**src/rtl/seq_logic_unit.sv**
```systemverilog
// Multi-cycle bitwise logic unit: applies AND/OR/XOR/NOR to latched operands
// one SLICE-bit chunk per clock and publishes the full result with a done pulse.
module seq_logic_unit #(
    parameter int WIDTH = 32,
    parameter int SLICE = 8
) (
    input  logic             clk,
    input  logic             reset,
    input  logic             start,
    input  logic [1:0]       op,
    input  logic [WIDTH-1:0] a,
    input  logic [WIDTH-1:0] b,
    output logic             busy,
    output logic             done,
    output logic [WIDTH-1:0] out,
    output logic             zero
);

    localparam int N     = WIDTH / SLICE;
    localparam int IDX_W = (N > 1) ? $clog2(N) : 1;
    localparam logic [IDX_W-1:0] LAST_IDX = IDX_W'(N - 1);

    typedef enum logic {
        S_IDLE = 1'b0,
        S_BUSY = 1'b1
    } state_t;

    state_t           r_state;
    state_t           w_state_next;
    logic [WIDTH-1:0] r_a;
    logic [WIDTH-1:0] r_b;
    logic [1:0]       r_op;
    logic [WIDTH-1:0] r_acc;
    logic [IDX_W-1:0] r_idx;
    logic [WIDTH-1:0] r_out;
    logic             r_zero;
    logic             r_done;

    logic [SLICE-1:0] w_a_slice;
    logic [SLICE-1:0] w_b_slice;
    logic [SLICE-1:0] w_slice_res;
    logic [WIDTH-1:0] w_acc_next;
    logic             w_last;

    // Only the selected slice passes through the gate array each cycle.
    always_comb begin
        w_a_slice   = r_a[r_idx*SLICE +: SLICE];
        w_b_slice   = r_b[r_idx*SLICE +: SLICE];
        w_slice_res = '0;
        case (r_op)
            2'b00:   w_slice_res = w_a_slice & w_b_slice;
            2'b01:   w_slice_res = w_a_slice | w_b_slice;
            2'b10:   w_slice_res = w_a_slice ^ w_b_slice;
            default: w_slice_res = ~(w_a_slice | w_b_slice);
        endcase
        w_acc_next = r_acc;
        w_acc_next[r_idx*SLICE +: SLICE] = w_slice_res;
    end

    assign w_last = (r_idx == LAST_IDX);

    always_comb begin
        w_state_next = r_state;
        case (r_state)
            S_IDLE:  if (start) w_state_next = S_BUSY;
            S_BUSY:  if (w_last) w_state_next = S_IDLE;
            default: w_state_next = S_IDLE;
        endcase
    end

    always_ff @(posedge clk or posedge reset) begin
        if (reset) begin
            r_state <= S_IDLE;
        end else begin
            r_state <= w_state_next;
        end
    end

    always_ff @(posedge clk or posedge reset) begin
        if (reset) begin
            r_a    <= '0;
            r_b    <= '0;
            r_op   <= '0;
            r_acc  <= '0;
            r_idx  <= '0;
            r_out  <= '0;
            r_zero <= 1'b1;
            r_done <= 1'b0;
        end else begin
            r_done <= 1'b0;
            case (r_state)
                S_IDLE: begin
                    if (start) begin
                        r_a   <= a;
                        r_b   <= b;
                        r_op  <= op;
                        r_acc <= '0;
                        r_idx <= '0;
                    end
                end
                S_BUSY: begin
                    r_acc <= w_acc_next;
                    // out/zero are only ever written with the complete result.
                    if (w_last) begin
                        r_out  <= w_acc_next;
                        r_zero <= (w_acc_next == '0);
                        r_done <= 1'b1;
                        r_idx  <= '0;
                    end else begin
                        r_idx <= r_idx + 1'b1;
                    end
                end
                default: ;
            endcase
        end
    end

    assign busy = (r_state == S_BUSY);
    assign done = r_done;
    assign out  = r_out;
    assign zero = r_zero;

endmodule

```
**config.mk**
```make
export PLATFORM = sky130hd
export DESIGN_NAME = seq_logic_unit
export DESIGN_NICKNAME = d
export VERILOG_FILES = /design/src/rtl/seq_logic_unit.sv
export SDC_FILE = /design/constraint.sdc
export NUM_CORES = 1
export LEC_CHECK = 0
export ABC_AREA = 0
export CAP_MARGIN = 20
export CORE_AREA = 8 8 131 133
export CTS_CLUSTER_SIZE = 30
export DETAILED_ROUTE_END_ITERATION = 8
export DIE_AREA = 0 0 139 141
export PLACE_DENSITY_LB_ADDON = 0.05
export SYNTH_ARGS = -nofsm -noshare
export SYNTH_HDL_FRONTEND = slang
export SYNTH_SLANG_ARGS = --single-unit
```
**constraint.sdc**
```tcl
create_clock -name clk -period 5.7 [get_ports clk]
set_clock_uncertainty 0.05 [all_clocks]
set_input_delay 1.14 -clock clk [delete_from_list [all_inputs] [get_ports clk]]
set_output_delay 1.14 -clock clk [all_outputs]
set_load 0.02 [all_outputs]
```
# == After elaboration in Yosys (flattened, before gate mapping) ==
# Cells that the tools add are included.
# word_totals
ff_bits,135
latchBits,0
mem_bits_rw,0
rom_bits,0
input_bits,69
mem_count,0
# classes
addsub,2
n_mul,0
n_div,0
magnitude_cmp,0
n_eq_ne,4
shift,4
mux,12
bitwise_logic,5
reduce_logical,4
# ops
operator,count
case mux 32 bit (2 select lines),1
indexed part select 32 x 6 -> 8 bit,2
negator 5 -> 34 bit,1
variable shift 8 x 34 -> 32 bit (first input constant),1
indexed part select 8 x 34 -> 32 bit,1
bitwise mux 32 bit,1
zero test 32 bit,1
two-way mux 32 bit,1
case mux 8 bit (3 select lines),1
bitwise AND 8 bit,1
NOT 8 bit,1
bitwise OR 8 bit,1
XOR 8 bit,1
equality test 2 bit (second input constant),2
two-way mux 1 bit,4
two-way mux 2 bit,2
case mux 2 bit (2 select lines),1
AND reduction 2 bit,2
adder 2 x 1 -> 2 bit (second input constant),1
equality test 2 x 1 -> 1 bit (second input constant),1
zero test 2 bit,1
!= test 2 bit (second input constant),1
case mux 1 bit (2 select lines),1
NOT 1 bit,1

# == Logic depth before layout (Yosys ltp) ==
# depth
word_depth,7
ltp_mapped,12
mapped_depth_nobuf,9

# == Worst setup path after synthesis ==
# Ideal clock, no wire load.
# synth_path
kind,register -> register
startpoint,register r_idx[0]
endpoint,register r_zero (netlist: zero)
arrival_ns,2.795
path_slack_ns,2.792
stages_incl_launch_ff,10
n_path_buf,1
period_less_slack_ns,2.908
path_cell_list,dfrtp_1 -> buf_1 -> mux4_2 -> inv_1 -> ha_1 -> mux2_1 -> o21ai_1 -> a211oi_1 -> nor4_1 -> a32o_1
# synth_between
elab_chain_len,7
elab_cells_between_ends,14
# synth_lines
item,line_no,text
"start, declared",34,logic [IDX_W-1:0] r_idx;
"start signal, assigned",110,r_idx <= r_idx + 1'b1;
"indexed part select 32 x 6 -> 8 bit, on equally long branches","47, 48",
bitwise OR 8 bit,"52, 54",
NOT 8 bit,54,default: w_slice_res = ~(w_a_slice | w_b_slice);
case mux 8 bit (3 select lines),50,case (r_op)
indexed part select 8 x 34 -> 32 bit,57,w_acc_next[r_idx*SLICE +: SLICE] = w_slice_res;
bitwise mux 32 bit,57,
zero test 32 bit,106,r_zero <= (w_acc_next == '0);
"end signal, assigned",106,
"end, declared",36,logic r_zero;
# Several ways; a longest one is shown, not always the timed one.
# A chain may end at the register's enable or synchronous reset.

# == Worst setup path in the final report ==
# Same ends and word-level chain as after synthesis.

==> results_dict.tcl <==
set metrics [dict create \
    status "complete, no violations" \
    cts_root_buf "clkbuf_16" \
    cap_violations 0 \
    report.final.slew_viol_count 0 \
    post-route-util_pct 54.8 \
    fin_ws_ns 2.13 \
    drtPass1Iterations 5 \
    hold_path.class "reg -> reg" \
    ys_types 39 \
    crit_path_start_kind "register" \
    drive_gt1_share_pct 16.0 \
    ff2ff_path_depth 9 \
    path_max_fanout 16 \
    post_cts_buffers 0 \
    grt_pass1_vias 4789 \
    critPathKind "reg -> reg" \
    peakVddDrop_mv 0.314 \
    arrival_ns 3.87 \
    p_per_area_nw_per_um2 685 \
    hpwl_um 10900 \
    grt_usage_pct 16.0 \
    r2r_start "r_idx[0]$_DFFE_PP0P_" \
    yosysSeqAreaShare_pct 52.2 \
    gp_congestion 0.865 \
    grt_max_degree 103 \
    critPathCaptureType "register" \
    antenna_found_initial 0 \
    max-slew-margin-rel_pct 29.6 \
    cp-startpoint "r_idx[0]$_DFFE_PP0P_" \
    wl_um 15200 \
    clk_latency_ns 0.41 \
    drcViolationCount 0 \
    core-area_um2 15000 \
    fmax_mhz 280 \
    clock_sinks 135 \
    finalInstanceArea_um2 8210 \
    crit_path_end "zero$_DFFE_PP1P_" \
    netlist_area_um2 6480 \
    n_antenna_cell 0 \
    cts_tree "built" \
    pre_cts_ws_ns 2.13 \
    fp-row-count 45 \
    port_buffers 103 \
    finalSetupViolations 0 \
    vias 4508 \
    layout_common_cells "dfrtp_1 (134), clkdlybuf4s50_1 (103), nor2_1 (67), mux2_2 (50), nand2_1 (42)" \
    ant_nets 0 \
    place_area_um2 7660 \
    final_common_cell "dfrtp_1" \
    syn2layout_area_growth_pct 26.7 \
    synth-seq-cells 135 \
    path_clk_slew_ns 0.05 \
    syn-num-nets 633 \
    fp.dieH_um 141 \
    ctsHoldBuffers 0 \
    power_leakage_nw 3.50 \
    post_cts_resized 0 \
    start_util_pct 43.3 \
    finalCritPeriodShare_pct 62.6 \
    grt_pass1_wl_um 25100 \
    fin_crit_ns 3.57 \
    syn_inst 542 \
    rsz0062_at_grt "no" \
    yosys_warnings 0 \
    r2r_slack_ns 2.13 \
    r2r_end "zero$_DFFE_PP1P_" \
    dieArea_um2 19600 \
    avgSynthCellArea_um2 12.0 \
    hold_viol 0 \
    wire_per_inst_um 18.1 \
    via_per_inst 5.39 \
    tightestPinTransition_ns 1.03 \
    die-width_um 139 \
    overflow 0 \
    cts_buffers 17 \
    first_iter_violations 285 \
    layout.nets 731 \
    clockBufferDepth 2 \
    h-tree-depth 4 \
    worstPathRequired_ns 6.00 \
    num_io_pins 104 \
    fin_tns_setup_ns 0 \
]
[how the worst min path moves through the flow]
stage	to	slack, ns	depth (start not counted)	start
after floorplan	r_a[19]$_DFFE_PP0P_	0.40	1	r_a[19]$_DFFE_PP0P_
after global placement	r_b[15]$_DFFE_PP0P_	0.41	1	r_b[15]$_DFFE_PP0P_
after detailed placement	r_b[13]$_DFFE_PP0P_	0.42	1	r_b[13]$_DFFE_PP0P_
after CTS	r_b[13]$_DFFE_PP0P_	0.44	1	r_b[13]$_DFFE_PP0P_
after global routing	r_b[19]$_DFFE_PP0P_	0.45	1	r_b[19]$_DFFE_PP0P_
final	r_a[9]$_DFFE_PP0P_	0.43	1	r_a[9]$_DFFE_PP0P_
[cell families after synthesis]
| group | after synthesis | share of synthesized area [%] |
|---|---|---|
| buffers and inverters | 55 | 3.75 |
| and+or+nand+nor | 131 | 8.34 |
| adders and majority gates | 22 | 4.25 |
| AOI/OAI and AO/OA | 88 | 9.27 |
| muxes | 103 | 20.9 |
| DFF | 135 | 52.2 |
| xor gates and xnor gates | 8 | 1.31 |
[where the power goes]
group	total [mW]	internal, mW	switching, mW
Combinational	2.82	1.23	1.59
Sequential	1.77	1.41	0.358
Clock	1.03	0.656	0.373
[state kept, by name, indices dropped and copies added, names as in the netlist, 2 cells and up]
register and count:
r_acc 32, r_idx 2, r_op 2, out 32, r_a 32, r_b 32
[Yosys cell counts]
cell type / instances / share of area, %
buf_12: 1 / 0.31
buf_2: 10 / 0.77
o31ai_1: 1 / 0.12
mux2_2: 50 / 8.7
o21ai_1: 7 / 0.54
mux4_2: 16 / 5.6
o211ai_1: 1 / 0.12
nand2b_1: 4 / 0.39
buf_1: 1 / 0.058
a2111o_1: 1 / 0.17
clkbuf_1: 16 / 0.93
dfrtp_1: 134 / 52
mux2i_1: 10 / 1.5
a211oi_1: 2 / 0.23
xor2_2: 2 / 0.50
dfstp_2: 1 / 0.41
o21a_1: 1 / 0.12
nand2_1: 42 / 2.4
a22oi_1: 1 / 0.12
nand4_1: 1 / 0.097
nor2_1: 68 / 3.9
o21ai_0: 25 / 1.9
inv_1: 26 / 1.5
ha_1: 22 / 4.2
o22ai_1: 1 / 0.097
nor2b_1: 2 / 0.19
nor4_1: 7 / 0.68
a31o_1: 1 / 0.14
nor3_2: 1 / 0.15
a221oi_1: 29 / 3.9
mux2i_4: 2 / 0.70
nand3_1: 2 / 0.15
xor2_1: 6 / 0.81
mux2_1: 23 / 4.0
mux2i_2: 2 / 0.42
buf_6: 1 / 0.17
nor3_1: 4 / 0.31
a21oi_1: 13 / 1.0
a32o_1: 5 / 0.77
[worst max-delay path, stage by stage, from the launching register on]
cell      delay, ns
dfrtp_1        0.59
buf_4          0.39
mux4_2         0.58
inv_1          0.08
ha_1           0.22
mux2_1         0.32
o21ai_1        0.57
a21oi_1        0.15
a211oi_1       0.33
a32o_1         0.22
[area by class of cell]
cell class / count / area [um2]
Clock buffer: 24 / 472
Sequential cell: 135 / 3380
Timing Repair Buffer: 108 / 1090
Tap cell: 188 / 235
Clock inverter: 4 / 72.6
Fill cell: 1362 / 6770
Multi-Input combinational cell: 352 / 2860
Inverter: 26 / 103
[per-layer routing]
metal / vias to the layer above / part of all wire (%) / global-route usage, %
li1: 2128 / - / -
met1: 2214 / 44 / 19.7
met2: 139 / 48 / 25.8
met3: 27 / 6.1 / 4.69
met4: 0 / 2.0 / 7.22
met5: - / 0 / 0
[per-stage QoR]
| stage | cells | hold WS, ns | power (mW) |
|---|---|---|---|
| after global placement | 807 | 0.412 | 4.54 |
| after floorplan | 542 | 0.402 | 3.64 |
| final | 837 | 0.429 | 5.62 |
| after global routing | 837 | 0.449 | 6.02 |
| after detailed placement | 808 | 0.424 | 4.62 |
| after CTS | 836 | 0.437 | 5.67 |
Note: power is estimated with default switching activity, not from simulation.
